`src/rtl/ghost_pkg.sv`:
```
// Shared types and helpers for the ghost direction scheduler.
package ghost_pkg;

  typedef enum logic [1:0] {
    UP    = 2'd0,
    LEFT  = 2'd1,
    DOWN  = 2'd2,
    RIGHT = 2'd3
  } dir_t;

  localparam logic [31:0] DIST_MAX = 32'hFFFF_FFFF;

  function automatic dir_t reverse_dir(input dir_t d);
    return dir_t'(d ^ 2'd2);
  endfunction

endpackage

```
`src/rtl/ghost_dir_sched_if.sv`:
```
// Request/result bundle between ghost target logic and the direction scheduler.
// GHOST_FRIGHT_RAND_EN adds the frightened request bit.
interface ghost_dir_sched_if #(
  parameter int unsigned COORD_W = 10
);
  logic               start;
  logic [COORD_W-1:0] ghost_x;
  logic [COORD_W-1:0] ghost_y;
  logic [COORD_W-1:0] target_x;
  logic [COORD_W-1:0] target_y;
  logic [1:0]         cur_dir;
  logic [3:0]         wall_mask;
  logic               busy;
  logic               done;
  logic [1:0]         next_dir;
  logic [31:0]        dist_min;

`ifdef GHOST_FRIGHT_RAND_EN
  logic               frightened;

  modport master (
    output start, ghost_x, ghost_y, target_x, target_y, cur_dir, wall_mask, frightened,
    input  busy, done, next_dir, dist_min
  );
  modport slave (
    input  start, ghost_x, ghost_y, target_x, target_y, cur_dir, wall_mask, frightened,
    output busy, done, next_dir, dist_min
  );
`else
  modport master (
    output start, ghost_x, ghost_y, target_x, target_y, cur_dir, wall_mask,
    input  busy, done, next_dir, dist_min
  );
  modport slave (
    input  start, ghost_x, ghost_y, target_x, target_y, cur_dir, wall_mask,
    output busy, done, next_dir, dist_min
  );
`endif

endinterface

```
`src/rtl/findmin.sv`:
```
// Combinational minimum of four distances; ties go to the lowest index.
module findmin (
  input  logic [3:0][31:0] vals,
  output logic [1:0]       min_idx,
  output logic [31:0]      min_val
);

  always_comb begin
    min_idx = 2'd0;
    min_val = vals[0];
    for (int i = 1; i < 4; i++) begin
      if (vals[i] < min_val) begin
        min_idx = 2'(i);
        min_val = vals[i];
      end
    end
  end

endmodule

```
`src/rtl/ghost_dir_sched.sv`:
```
// Picks a ghost's next direction by squared distance to target, one squarer shared
// across the four candidates. GHOST_FRIGHT_RAND_EN enables the LFSR-driven frightened mode.
module ghost_dir_sched
  import ghost_pkg::*;
#(
  parameter int unsigned COORD_W = 10,
  parameter int unsigned STEP    = 8
) (
  input logic               Clk,
  input logic               Reset,
  ghost_dir_sched_if.slave  bus
);

  localparam int unsigned CW = COORD_W + 2;
  localparam logic signed [CW-1:0] StepS = CW'(STEP);

  typedef enum logic [2:0] {StIdle, StSqX, StSqY, StDecide, StFinish} state_t;

  state_t             state_q;
  logic [COORD_W-1:0] gx_q, gy_q, tx_q, ty_q;
  dir_t               cur_q;
  logic [3:0]         valid_q;
  logic [1:0]         dir_q;
  logic [2*CW-1:0]    acc_q;
  logic [3:0][31:0]   dist_q;
  dir_t               best_dir_q;
  logic [31:0]        best_dist_q;
  logic               busy_q, done_q;
  dir_t               next_dir_q;
  logic [31:0]        dist_min_q;

  logic [3:0]             valid_new;
  logic signed [CW-1:0]   cand_x, cand_y, diff;
  logic [2*CW-1:0]        sq;
  logic [2*CW:0]          sum;
  logic [1:0]             fm_idx;
  logic [31:0]            fm_val;

  always_comb begin
    for (int d = 0; d < 4; d++) begin
      valid_new[d] = ~bus.wall_mask[d] && (2'(d) != reverse_dir(dir_t'(bus.cur_dir)));
    end
  end

  // Candidate tile and shared squarer; SQ_Y squares dy, every other state squares dx.
  always_comb begin
    cand_x = signed'({2'b00, gx_q});
    cand_y = signed'({2'b00, gy_q});
    unique case (dir_q)
      2'd0:    cand_y = signed'({2'b00, gy_q}) - StepS;
      2'd1:    cand_x = signed'({2'b00, gx_q}) - StepS;
      2'd2:    cand_y = signed'({2'b00, gy_q}) + StepS;
      default: cand_x = signed'({2'b00, gx_q}) + StepS;
    endcase
    if (state_q == StSqY) diff = cand_y - signed'({2'b00, ty_q});
    else                  diff = cand_x - signed'({2'b00, tx_q});
    sq  = diff * diff;
    sum = {1'b0, acc_q} + {1'b0, sq};
  end

  findmin u_findmin (
    .vals    (dist_q),
    .min_idx (fm_idx),
    .min_val (fm_val)
  );

`ifdef GHOST_FRIGHT_RAND_EN
  logic [15:0] lfsr_q;
  logic [1:0]  lfsr_sel_q;
  logic        fr_q;
  logic [1:0]  rand_dir;

  always_ff @(posedge Clk) begin
    if (Reset) lfsr_q <= 16'hACE1;
    else       lfsr_q <= {lfsr_q[14:0], lfsr_q[15] ^ lfsr_q[13] ^ lfsr_q[12] ^ lfsr_q[10]};
  end

  // First valid direction at or after the sampled LFSR bits, wrapping around.
  always_comb begin
    rand_dir = lfsr_sel_q;
    for (int k = 3; k >= 0; k--) begin
      if (valid_q[2'(lfsr_sel_q + 2'(k))]) rand_dir = 2'(lfsr_sel_q + 2'(k));
    end
  end
`endif

  always_ff @(posedge Clk) begin
    if (Reset) begin
      state_q     <= StIdle;
      gx_q        <= '0;
      gy_q        <= '0;
      tx_q        <= '0;
      ty_q        <= '0;
      cur_q       <= UP;
      valid_q     <= '0;
      dir_q       <= '0;
      acc_q       <= '0;
      dist_q      <= {4{DIST_MAX}};
      best_dir_q  <= UP;
      best_dist_q <= '0;
      busy_q      <= 1'b0;
      done_q      <= 1'b0;
      next_dir_q  <= UP;
      dist_min_q  <= '0;
`ifdef GHOST_FRIGHT_RAND_EN
      lfsr_sel_q  <= '0;
      fr_q        <= 1'b0;
`endif
    end else begin
      done_q <= 1'b0;
      unique case (state_q)
        StIdle: begin
          if (bus.start) begin
            gx_q    <= bus.ghost_x;
            gy_q    <= bus.ghost_y;
            tx_q    <= bus.target_x;
            ty_q    <= bus.target_y;
            cur_q   <= dir_t'(bus.cur_dir);
            valid_q <= valid_new;
            dir_q   <= '0;
            busy_q  <= 1'b1;
            state_q <= StSqX;
`ifdef GHOST_FRIGHT_RAND_EN
            lfsr_sel_q <= lfsr_q[1:0];
            fr_q       <= bus.frightened;
            if (bus.frightened) state_q <= StDecide;
`endif
          end
        end
        StSqX: begin
          acc_q   <= sq;
          state_q <= StSqY;
        end
        StSqY: begin
          dist_q[dir_q] <= valid_q[dir_q] ? 32'(sum) : DIST_MAX;
          if (dir_q == 2'd3) begin
            state_q <= StDecide;
          end else begin
            dir_q   <= dir_q + 2'd1;
            state_q <= StSqX;
          end
        end
        StDecide: begin
          if (valid_q == 4'b0000) begin
            best_dir_q  <= reverse_dir(cur_q);
            best_dist_q <= DIST_MAX;
          end else begin
            best_dir_q  <= dir_t'(fm_idx);
            best_dist_q <= fm_val;
`ifdef GHOST_FRIGHT_RAND_EN
            if (fr_q) begin
              best_dir_q  <= dir_t'(rand_dir);
              best_dist_q <= '0;
            end
`endif
          end
          state_q <= StFinish;
        end
        StFinish: begin
          next_dir_q <= best_dir_q;
          dist_min_q <= best_dist_q;
          done_q     <= 1'b1;
          busy_q     <= 1'b0;
          state_q    <= StIdle;
        end
        default: state_q <= StIdle;
      endcase
    end
  end

  assign bus.busy     = busy_q;
  assign bus.done     = done_q;
  assign bus.next_dir = next_dir_q;
  assign bus.dist_min = dist_min_q;

endmodule

```
`src/flat_wrapper.sv`:
```
// flat-port wrapper written by rule: the top's interface ports become plain ports
module ghost_dir_sched_flat import ghost_pkg::*;
#(
  parameter int unsigned COORD_W = 10,
  parameter int unsigned STEP    = 8
)
  (Clk, Reset, bus_start, bus_ghost_x, bus_ghost_y, bus_target_x, bus_target_y, bus_cur_dir, bus_wall_mask, bus_busy, bus_done, bus_next_dir, bus_dist_min);
  ghost_dir_sched_if #(.COORD_W(COORD_W)) bus_i ();
  input logic Clk;
  input logic Reset;
  input wire logic [$bits(bus_i.start)-1:0] bus_start;
  input wire logic [$bits(bus_i.ghost_x)-1:0] bus_ghost_x;
  input wire logic [$bits(bus_i.ghost_y)-1:0] bus_ghost_y;
  input wire logic [$bits(bus_i.target_x)-1:0] bus_target_x;
  input wire logic [$bits(bus_i.target_y)-1:0] bus_target_y;
  input wire logic [$bits(bus_i.cur_dir)-1:0] bus_cur_dir;
  input wire logic [$bits(bus_i.wall_mask)-1:0] bus_wall_mask;
  output wire logic [$bits(bus_i.busy)-1:0] bus_busy;
  output wire logic [$bits(bus_i.done)-1:0] bus_done;
  output wire logic [$bits(bus_i.next_dir)-1:0] bus_next_dir;
  output wire logic [$bits(bus_i.dist_min)-1:0] bus_dist_min;
  assign bus_i.start = bus_start;
  assign bus_i.ghost_x = bus_ghost_x;
  assign bus_i.ghost_y = bus_ghost_y;
  assign bus_i.target_x = bus_target_x;
  assign bus_i.target_y = bus_target_y;
  assign bus_i.cur_dir = bus_cur_dir;
  assign bus_i.wall_mask = bus_wall_mask;
  assign bus_busy = bus_i.busy;
  assign bus_done = bus_i.done;
  assign bus_next_dir = bus_i.next_dir;
  assign bus_dist_min = bus_i.dist_min;
  ghost_dir_sched #(.COORD_W(COORD_W), .STEP(STEP)) u_core (.Clk(Clk), .Reset(Reset), .bus(bus_i));
endmodule
```
`config.mk`:
```
export PLATFORM = sky130hd
export DESIGN_NAME = ghost_dir_sched_flat
export DESIGN_NICKNAME = d
export VERILOG_FILES = /design/src/rtl/ghost_pkg.sv /design/src/rtl/ghost_dir_sched_if.sv /design/src/rtl/findmin.sv /design/src/rtl/ghost_dir_sched.sv /design/src/flat_wrapper.sv
export SDC_FILE = /design/constraint.sdc
export NUM_CORES = 1
export LEC_CHECK = 0
export BUFFER_PORTS_ARGS = -buffer_cell sky130_fd_sc_hd__buf_2
export CORE_ASPECT_RATIO = 0.9
export CORE_MARGIN = 2
export CORE_UTILIZATION = 51
export CTS_BUF_LIST = sky130_fd_sc_hd__clkbuf_16
export CTS_CLUSTER_SIZE = 30
export DETAILED_ROUTE_END_ITERATION = 10
export HOLD_SLACK_MARGIN = 0.03
export PLACE_DENSITY = 0.65
export SYNTH_ARGS = -nofsm -noshare
export SYNTH_HDL_FRONTEND = slang
export SYNTH_SLANG_ARGS = --single-unit
```
`constraint.sdc`:
```
create_clock -name Clk -period 13 [get_ports Clk]
set_clock_uncertainty 0.05 [all_clocks]
set_input_delay 2.6 -clock Clk [delete_from_list [all_inputs] [get_ports Clk]]
set_output_delay 2.6 -clock Clk [all_outputs]
set_load 0.02 [all_outputs]
```
==> metrics.log <==
[metrics] hold slack final: between 0.4 and 0.5 ns
[metrics] initial detailed-routing violation count: ~1,100
[metrics] Ports: 85
[metrics] FFs w/ async S/R, synth: 0%
[metrics] GRT Max-Usage Layer: met2
[metrics] critical path's largest stage delay: roughly 0.66 ns
[metrics] H-tree Lvls: 1
[metrics] startpoint of the worst register-to-register path: u_core.dir_q[1]
[metrics] master cell of the clock root buffer: clkbuf_16
[metrics] Seq/Total Area, Yosys: approximately a quarter
[metrics] fin nets: 2,676
[metrics] end of the worst register-to-register path: u_core.dist_q[24]
[metrics] TritonCTS sink count: between 200 and 250
[metrics] Startpoint Class: flop
[metrics] Antenna Diode Count: 0
[metrics] overall global routing resource usage: 25.0%
[metrics] number of rows created at floorplan: 66
[metrics] share of post-route cells with drive strength above 1: 7.49%
[metrics] cell depth of the worst min-delay path: 2
[metrics] initial standard-cell utilization of the core: about half
[metrics] global-route wire length before repair: between 70 and 80 mm
[metrics] max-cap viol count: 0
[metrics] maximum fanout count along the critical path: 12
[metrics] DR vias/cell: about 5.6
[metrics] GR Util met3: under 10%
[metrics] global-route track usage on met1: between 30% and 40%
[metrics] filler cell count: ~3,300
[metrics] Buf+Inv Stages, Crit Path: 8
[metrics] drt drc: 0
[metrics] Detailed Place HPWL: 35.3 mm
[metrics] kind of capture point of the worst setup path: flop
[metrics] Synth area leaders: dfxtp_1 (25%), fa_1 (13%), ha_1 (13%)
[metrics] WL final: 46.7 mm
[metrics] DR pass1 iterations: 5
[metrics] overflow left after global routing: 0
[metrics] min cycle time layout: ~11 ns
[metrics] quantity of gates resized following cts: 0
[metrics] outcome: finished, final reports clean
[metrics] EDFF count, synth: 0
[metrics] headroom to the max-slew limit: about 24%
[metrics] placer's final routability congestion estimate: ~0.87
[metrics] via count of the first global-routing pass: 15,100
[metrics] Net Count, Synth: roughly 2,700
[metrics] Setup-failing EPs final: 0
[metrics] synthesized cell area: between 15,000 and 20,000 um2
[metrics] antenna violations before repair: 0
[metrics] post-CTS setup repair buffer count: 0
[metrics] share of the cycle needed by the critical path after routing: roughly 87%
[metrics] crit-path leading delay family: compound AO/OA/AOI/OAI gates
[metrics] clock-pin slew on the worst setup and hold paths: 0.06 ns
[metrics] # port buffers: 84
[metrics] floorplan die width: between 200 and 250 um
[metrics] clock tree buffer depth: 3
[metrics] clock tree from TritonCTS: done
[metrics] Fin. Hold Viols: 0
[metrics] most frequent cells after synthesis: nand2_1 (291), inv_1 (266), dfxtp_1 (236)
[metrics] number of buffers inserted by hold repair at cts: 0
[metrics] unrepaired setup endpoints after global routing: no
[metrics] number of unique standard cell types used by synthesis: 67
[metrics] Syn Area/Cell: between 8 and 9 um2
[metrics] category of the critical setup timing path: flop to flop
[metrics] insertion delay of the later-clocked pin in the worst-skew pair: roughly 0.56 ns
[metrics] Most Frequent Cell on Critical Path: inv_1
[metrics] HP Start: u_core.bus.dist_min[19]
[metrics] Data arrival, critical path: around 12 ns
[metrics] cell depth of the worst flop-to-flop path: just over 40
[metrics] warnings from Yosys: 0
[metrics] Hold WC Path Type: flop to flop
[metrics] final sum of negative setup slack: 0 ns
[metrics] flops & latches, synth: around 240
[metrics] Core Box Area: around 36,000 um2
[metrics] number of vias after detailed routing: ~16,000
[metrics] routed wire length per instance: about 17 um
[metrics] Max Clk Rate: roughly 0.089 GHz
[metrics] Max Transition Viols Final: 0
[metrics] area grow syn2layout: 8.42%
[metrics] largest area contributor in the netlist: dfxtp_1
[metrics] library cell with the highest instance count after synthesis: nand2_1
[metrics] Tightest Pin Transition: around 1.1 ns
[metrics] clock buffer count from CTS: 27
[metrics] top_reg_cell synth: dfxtp_1
[metrics] maximum number of pins on one net before global-route repair: 95
[metrics] WP data required: around 13 ns
[metrics] instance count of the mapped netlist: approximately 2,300
[metrics] met2 layer usage reported by global route: between 30% and 40%
[metrics] floorplan die height: around 190 um
[metrics] DIE AREA: approximately 38,000 um2
[metrics] cell with the largest stage delay on the worst path: o311ai_0
[metrics] Final ANT Viol Nets: 0
[metrics] share of the synthesized area in the top cell type: between 20 and 30%
[metrics] internal reg-to-reg setup slack: around 1.7 ns
[metrics] end point of the most critical hold path: u_core.bus.dist_min[19]
-- worst min-delay path, stage by stage (launching register included) --
cell	delay, ns
dfxtp_1	0.31
nand2_1	0.05
a21oi_1	0.05
-- logic make-up after synthesis --
family	Yosys count	share of synthesized area (%)
buffers and inverters	392	8.20
multiplexers	32	1.72
AND/OR/NAND/NOR	733	17.1
AO/OA/AOI/OAI	538	19.0
XOR/XNOR	60	2.81
flip-flops	236	25.3
adder cells (fa/ha/maj)	312	25.9
-- metrics by stage --
stage	setup slack, ns	instances	util [%]	area [um2]
2_1_floorplan	3.12	2303	-	18700
3_3_place_gp	2.21	2762	53.6	19400
3_5_place_dp	1.82	2762	53.6	19400
4_1_cts	1.75	2811	56.1	20300
5_1_grt	0.823	2811	56.1	20300
6_report	1.71	2811	56.1	20300
-- final cells by class --
| type | count | area (um2) | share of cell area (%) |
|---|---|---|---|
| flip-flops and latches | 236 | 4720 | 23.3 |
| well taps | 476 | 596 | 2.94 |
| clock buffers | 27 | 676 | 3.33 |
| clock inverters | 22 | 213 | 1.05 |
| repair buffers | 106 | 592 | 2.92 |
| inverters | 269 | 1010 | 4.98 |
| multi-input cells | 1675 | 12500 | 61.5 |
-- state kept, by name, indices dropped and copies added (netlist names), 10 cells and up --
name,cells
u_core.gy_q,10
u_core.acc_q,23
u_core.best_dist_q,26
u_core.bus.dist_min,26
u_core.ty_q,10
u_core.gx_q,10
u_core.tx_q,10
u_core.dist_q,104
-- metal layers --
metal	part of all wire [%]	routed length, um
met5	0	0
met4	2.2	1040
met3	5.6	2620
met2	42	19600
met1	50	23400
-- worst max-delay path by stage --
stage	start	end	slack (ns)	depth (start not counted)
finish	u_core.dir_q[1]	u_core.dist_q[24]	1.71	41
global route	u_core.dir_q[0]	u_core.dist_q[24]	0.82	40
CTS	u_core.dir_q[1]	u_core.dist_q[24]	1.75	41
detailed placement	u_core.dir_q[1]	u_core.dist_q[24]	1.82	41
global placement	u_core.dir_q[0]	u_core.dist_q[24]	2.21	41
floorplan	u_core.dir_q[0]	u_core.dist_q[24]	3.12	42
-- placed cells by master, fill, tap and decap left out, types with 17 or more instances in the layout --
| cell type | count |
|---|---|
| inv_1 | 270 |
| a311oi_1 | 29 |
| buf_2 | 83 |
| xnor2_1 | 44 |
| fa_1 | 124 |
| o21a_1 | 17 |
| nor2_1 | 230 |
| ha_1 | 188 |
| a31oi_1 | 19 |
| a21o_1 | 64 |
| nand3_1 | 37 |
| a211o_1 | 65 |
| a21oi_1 | 164 |
| nor3_1 | 50 |
| mux2i_1 | 31 |
| buf_4 | 22 |
| or2_2 | 18 |
| clkbuf_16 | 27 |
| nand2_1 | 291 |
| o21ai_0 | 93 |
| nand2b_1 | 20 |
| dfxtp_1 | 236 |
Power is not shown: default switching activity piles up to over one toggle a cycle in this logic, so the estimate is an artifact.
